File: src/rtl/booth_mult_r4.sv
// booth_mult_r4: sequential radix-4 (modified) Booth multiplier.
// Retires two multiplier bits per cycle. Each operation can be signed or unsigned.
// Valid/ready handshake on the operand side and on the product side.
module booth_mult_r4 #(
    parameter int unsigned MUL_A_W   = 16,
    parameter int unsigned MUL_B_W   = 16,
    parameter int unsigned MUL_OUT_W = MUL_A_W + MUL_B_W
) (
    input  logic                 clk,
    input  logic                 rst,
    input  logic                 in_valid_i,
    output logic                 in_ready_o,
    input  logic                 in_signed_i,
    input  logic [MUL_A_W-1:0]   in_A_i,
    input  logic [MUL_B_W-1:0]   in_B_i,
    output logic                 out_valid_o,
    input  logic                 out_ready_i,
    output logic [MUL_OUT_W-1:0] mult_out_o,
    output logic                 busy_o
);

    // Extended multiplier width: smallest even number >= MUL_A_W+1.
    localparam int unsigned EW    = (MUL_A_W % 2 == 1) ? MUL_A_W + 1 : MUL_A_W + 2;
    localparam int unsigned N     = EW / 2;
    // The accumulator is wide enough to hold +/-2B.
    localparam int unsigned BW    = MUL_B_W + 2;
    // One guard bit on the pre-shift sum keeps |acc| + |2B| exact.
    localparam int unsigned SW    = BW + 1;
    localparam int unsigned CNT_W = $clog2(N + 1);

    // Reject an inconsistent configuration at elaboration.
    if (MUL_OUT_W != MUL_A_W + MUL_B_W) begin : g_bad_out_w
        $error("booth_mult_r4: MUL_OUT_W must equal MUL_A_W + MUL_B_W");
    end
    if (MUL_A_W < 2 || MUL_B_W < 2) begin : g_bad_in_w
        $error("booth_mult_r4: operand widths must be >= 2");
    end

    typedef enum logic [1:0] {
        IDLE = 2'd0,
        CALC = 2'd1,
        DONE = 2'd2
    } state_t;

    state_t             state;
    state_t             state_next;

    logic [BW-1:0]      acc;
    logic [EW-1:0]      mreg;
    logic               mprev;
    logic [BW-1:0]      mcand;
    logic [CNT_W-1:0]   cnt;

    logic               accept;
    logic               last_step;
    logic [2:0]         triplet;
    logic [SW-1:0]      b_sx;
    logic [SW-1:0]      sel;
    logic [SW-1:0]      sum;
    logic [BW-1:0]      acc_step;
    logic [EW-1:0]      mreg_step;
    logic [EW-1:0]      a_ext;
    logic [BW-1:0]      b_ext;

    // Operand-side readiness. This is the only combinational input-to-output path.
    always_comb begin
        in_ready_o = (state == IDLE) || ((state == DONE) && out_ready_i);
        accept     = in_valid_i && in_ready_o;
        last_step  = (state == CALC) && (cnt == CNT_W'(1));
    end

    // Sign- or zero-extend the operands according to the requested mode.
    always_comb begin
        a_ext = {{(EW - MUL_A_W){in_signed_i & in_A_i[MUL_A_W-1]}}, in_A_i};
        b_ext = {{(BW - MUL_B_W){in_signed_i & in_B_i[MUL_B_W-1]}}, in_B_i};
    end

    // Booth digit selection, accumulation and the 2-bit arithmetic shift.
    always_comb begin
        triplet = {mreg[1], mreg[0], mprev};
        b_sx    = {mcand[BW-1], mcand};
        sel     = '0;
        case (triplet)
            3'b001, 3'b010: sel = b_sx;
            3'b011:         sel = {mcand, 1'b0};
            3'b100:         sel = SW'(0) - {mcand, 1'b0};
            3'b101, 3'b110: sel = SW'(0) - b_sx;
            default:        sel = '0;
        endcase
        sum       = {acc[BW-1], acc} + sel;
        acc_step  = {sum[SW-1], sum[SW-1:2]};
        mreg_step = {sum[1:0], mreg[EW-1:2]};
    end

    // State register.
    always_ff @(posedge clk or posedge rst) begin
        if (rst) begin
            state <= IDLE;
        end else begin
            state <= state_next;
        end
    end

    // Next-state logic.
    always_comb begin
        state_next = state;
        case (state)
            IDLE: begin
                if (accept) begin
                    state_next = CALC;
                end
            end
            CALC: begin
                if (last_step) begin
                    state_next = DONE;
                end
            end
            DONE: begin
                if (out_ready_i) begin
                    state_next = in_valid_i ? CALC : IDLE;
                end
            end
            default: state_next = IDLE;
        endcase
    end

    // Operand capture and iteration datapath. The product is loaded on the final step.
    always_ff @(posedge clk or posedge rst) begin
        if (rst) begin
            acc        <= '0;
            mreg       <= '0;
            mprev      <= 1'b0;
            mcand      <= '0;
            cnt        <= '0;
            mult_out_o <= '0;
        end else if (accept) begin
            acc   <= '0;
            mreg  <= a_ext;
            mprev <= 1'b0;
            mcand <= b_ext;
            cnt   <= CNT_W'(N);
        end else if (state == CALC) begin
            acc   <= acc_step;
            mreg  <= mreg_step;
            mprev <= mreg[1];
            cnt   <= cnt - CNT_W'(1);
            if (last_step) begin
                mult_out_o <= MUL_OUT_W'({acc_step, mreg_step});
            end
        end
    end

    // Registered status outputs follow the next state.
    always_ff @(posedge clk or posedge rst) begin
        if (rst) begin
            out_valid_o <= 1'b0;
            busy_o      <= 1'b0;
        end else begin
            out_valid_o <= (state_next == DONE);
            busy_o      <= (state_next == CALC);
        end
    end

endmodule
File: config.mk
export PLATFORM = sky130hd
export DESIGN_NAME = booth_mult_r4
export DESIGN_NICKNAME = d
export VERILOG_FILES = /design/src/rtl/booth_mult_r4.sv
export SDC_FILE = /design/constraint.sdc
export NUM_CORES = 1
export LEC_CHECK = 0
export CAP_MARGIN = 10
export CORE_MARGIN = 2
export CORE_UTILIZATION = 55
export CTS_CLUSTER_SIZE = 10
export DETAILED_ROUTE_END_ITERATION = 12
export GPL_TIMING_DRIVEN = 0
export PLACE_DENSITY_LB_ADDON = 0.25
export SLEW_MARGIN = 20
export SYNTH_ARGS = -nofsm -noshare
export SYNTH_HDL_FRONTEND = slang
export SYNTH_SLANG_ARGS = --single-unit
export TNS_END_PERCENT = 20
File: constraint.sdc
create_clock -name clk -period 5.3 [get_ports clk]
set_input_delay 1.06 -clock clk [delete_from_list [all_inputs] [get_ports clk]]
set_output_delay 1.06 -clock clk [all_outputs]
set_load 0.01 [all_outputs]
==> impl_metrics.json <==
{
  "cap_violations": 0,
  "first_pass_iters": 5,
  "min-delay-start": "mult_out_o[22]",
  "tightest_slew_ns": 0.6525,
  "nets": 738,
  "die_x_um": 103.5,
  "initial_core_util_pct": 56.19,
  "antenna_cells": 0,
  "netlist_instances": 596,
  "synth_compound_area_share_pct": 19.36,
  "clk_latency_ns": 0.37,
  "area_growth_pct": 20.21,
  "hpwl_mm": 10.35,
  "reg2reg_from": "mcand[1]",
  "startpoint_type": "register",
  "fp.coreArea_sq_um": 9684,
  "synth.mux.area_fraction_pct": 5.794,
  "synth_top_area_share_pct": 42.77,
  "ys_ff_latch": 93,
  "fin_area_sq_um": 6541,
  "final_cell_mix": "119 x nand2_1, 93 x dfrtp_1, 71 x clkdlybuf4s50_1",
  "synth_top_family_by_area": "compound AO/OA/AOI/OAI gates",
  "root_buffer": "clkbuf_8",
  "die-area_sq_um": 10710,
  "cts_setup_buffers": 0,
  "placedInstanceArea_sq_um": 6349,
  "clock_skew_ns": 0.009040,
  "synth_cell_types": 62,
  "synth_edf_count": 0,
  "post-route-util_pct": 67.55,
  "syn_nets": 655,
  "synthAdderAreaFrac_pct": 5.197,
  "slew_headroom_pct": 56.50,
  "ant_nets": 0,
  "cp.required_ns": 5.56,
  "drive_gt1_share_pct": 8.480,
  "rr_worst_depth": 17,
  "hold_viol": 0,
  "endpoint_kind": "register",
  "synthXorXnorAreaFrac_pct": 5.151,
  "timing.setup.tns_ns": 0,
  "drc_errors": 0,
  "slew_viol_final": 0,
  "rsz0062_at_grt": "false",
  "r2r_end": "acc[16]",
  "avgViaCountPerCell": 5.863,
  "cts_max_level": 3,
  "overflow": 0,
  "worstHoldPathCells": 2,
  "clk_path_buf_depth": 2,
  "dominantRegCellSynth": "dfrtp_1",
  "grt_max_degree": 52,
  "arrival_ns": 4.86,
  "mostFrequentLayoutCell": "nand2_1",
  "drtIter0Drc": 238,
  "holdPathEnd": "mult_out_o[22]",
  "setup_slack_ns": 0.6963,
  "cts_num_sinks": 93,
  "fmax_mhz": 217.2,
  "synth_top_cells_by_area": "dfrtp_1 43%, nand2_1 8.2%, ha_1 4.8%, mux2_2 4.8%, o21ai_0 4.0%",
  "synthArstFlopShare_pct": 100.0,
  "grt_pass1_wl_mm": 22.74,
  "reg2reg_slack_ns": 0.70,
  "clk_pin_slew_ns": 0.10,
  "min_period_ns": 4.604,
  "antenna_found_initial": 0,
  "cts_inserted_buffers": 9,
  "ios": 72,
  "crit_path_max_fanout": 7,
  "port-buffer-count": 71,
  "status": "completed",
  "crit_type": "reg -> reg",
  "grt_pass1_vias": 4636,
  "gp_congestion": 0.9373,
  "ys_warn_count": 0,
  "hold_class": "reg -> reg",
  "num_vias": 4790,
  "setup_viol": 0,
  "die_h_um": 103.5,
  "syn-cell-area_sq_um": 5441,
  "hold_buffers": 0,
  "yosysTopAreaCell": "dfrtp_1",
  "rows": 36,
  "routed_wl_mm": 14.14,
  "dp_slack_ns": 0.8216,
  "yosys.area_share.simple_pct": 17.94,
  "syn_area_per_cell_sq_um": 9.130,
  "synth_seq_area_share_pct": 42.77,
  "cts_tree": "yes",
  "track_usage_pct": 27.67,
  "route.detailed.wl_per_inst_um": 17.31,
  "fin_crit_sh_pct": 86.86,
  "ctsResizeCount": 0
}
critical path: stages (launching register included):
cell	delay, ns
dfrtp_1	0.42
inv_1	0.11
ha_1	0.23
nor3b_2	0.31
nand3b_1	0.30
or4_1	0.52
xnor2_1	0.28
o21ai_0	0.14
o21ai_1	0.13
a21oi_1	0.10
ha_1	0.26
a21o_1	0.20
a21o_1	0.17
a21oi_1	0.27
a21oi_1	0.14
or4_4	0.44
a31o_1	0.23
mux2_4	0.25
state kept, by name (all words and copies together) (netlist names):
signal / flops
mult_out_o: 32
mreg: 18
acc: 17
mcand: 17
cnt: 4
state: 2
busy_o: 1
mprev: 1
out_valid_o: 1
synthesized netlist by cell type, types with 15 or more instances:
cell type / instances
xor2_1: 15
xnor2_1: 17
nor2_1: 29
dfrtp_1: 93
clkbuf_1: 28
a21oi_1: 26
ha_1: 21
o21ai_0: 44
mux2_2: 23
a22oi_1: 23
nand3_1: 17
nand2_1: 119
area by class of cell:
class / count / area, sq um
timing repair buffer: 72 / 738.2
sequential: 93 / 2327
clock buffer: 13 / 148.9
fill: 794 / 3143
tap: 133 / 166.4
buffer: 40 / 180.2
inverter: 7 / 28.78
multi-input combinational: 456 / 2908
clock inverter: 3 / 43.79
metrics by stage:
stage / hold slack, ns / instances
after floorplan: 0.4551 / 596
after global placement: 0.4637 / 800
after detailed placement: 0.4696 / 801
after CTS: 0.4901 / 817
after global routing: 0.5162 / 817
final: 0.4816 / 817
worst max-delay path by stage:
stage	startpoint	end	slack [ns]
global route	mcand[1]	acc[16]	0.36
global placement	rst	mcand[5]	0.49
finish	mcand[1]	acc[16]	0.70
detailed placement	mcand[1]	acc[16]	0.82
floorplan	mcand[0]	acc[16]	1.39
CTS	mcand[1]	acc[16]	0.77
routing by layer:
layer | global-route usage (%) | routed length [um] | vias up
li1 | - | - | 2291
met4 | 11.23 | 413 | 0
met1 | 36.48 | 6242 | 2314
met2 | 45.21 | 6703 | 154
met5 | 0 | 0 | -
met3 | 5.040 | 785 | 31
kinds of logic (layout without fill, tap and decap cells):
| kind of cell | count (synthesis) | after routing |
|---|---|---|
| AND/OR/NAND/NOR | 212 | 212 |
| AO/OA/AOI/OAI | 162 | 162 |
| flip-flops | 93 | 93 |
| buffers and inverters | 47 | 135 |
| XOR/XNOR | 32 | 32 |
| multiplexers | 28 | 28 |
| adder cells (fa/ha/maj) | 22 | 22 |
Power is left out: the tool's default activity adds up to more than one toggle a clock period on the data nets, which glitch-free logic cannot reach.
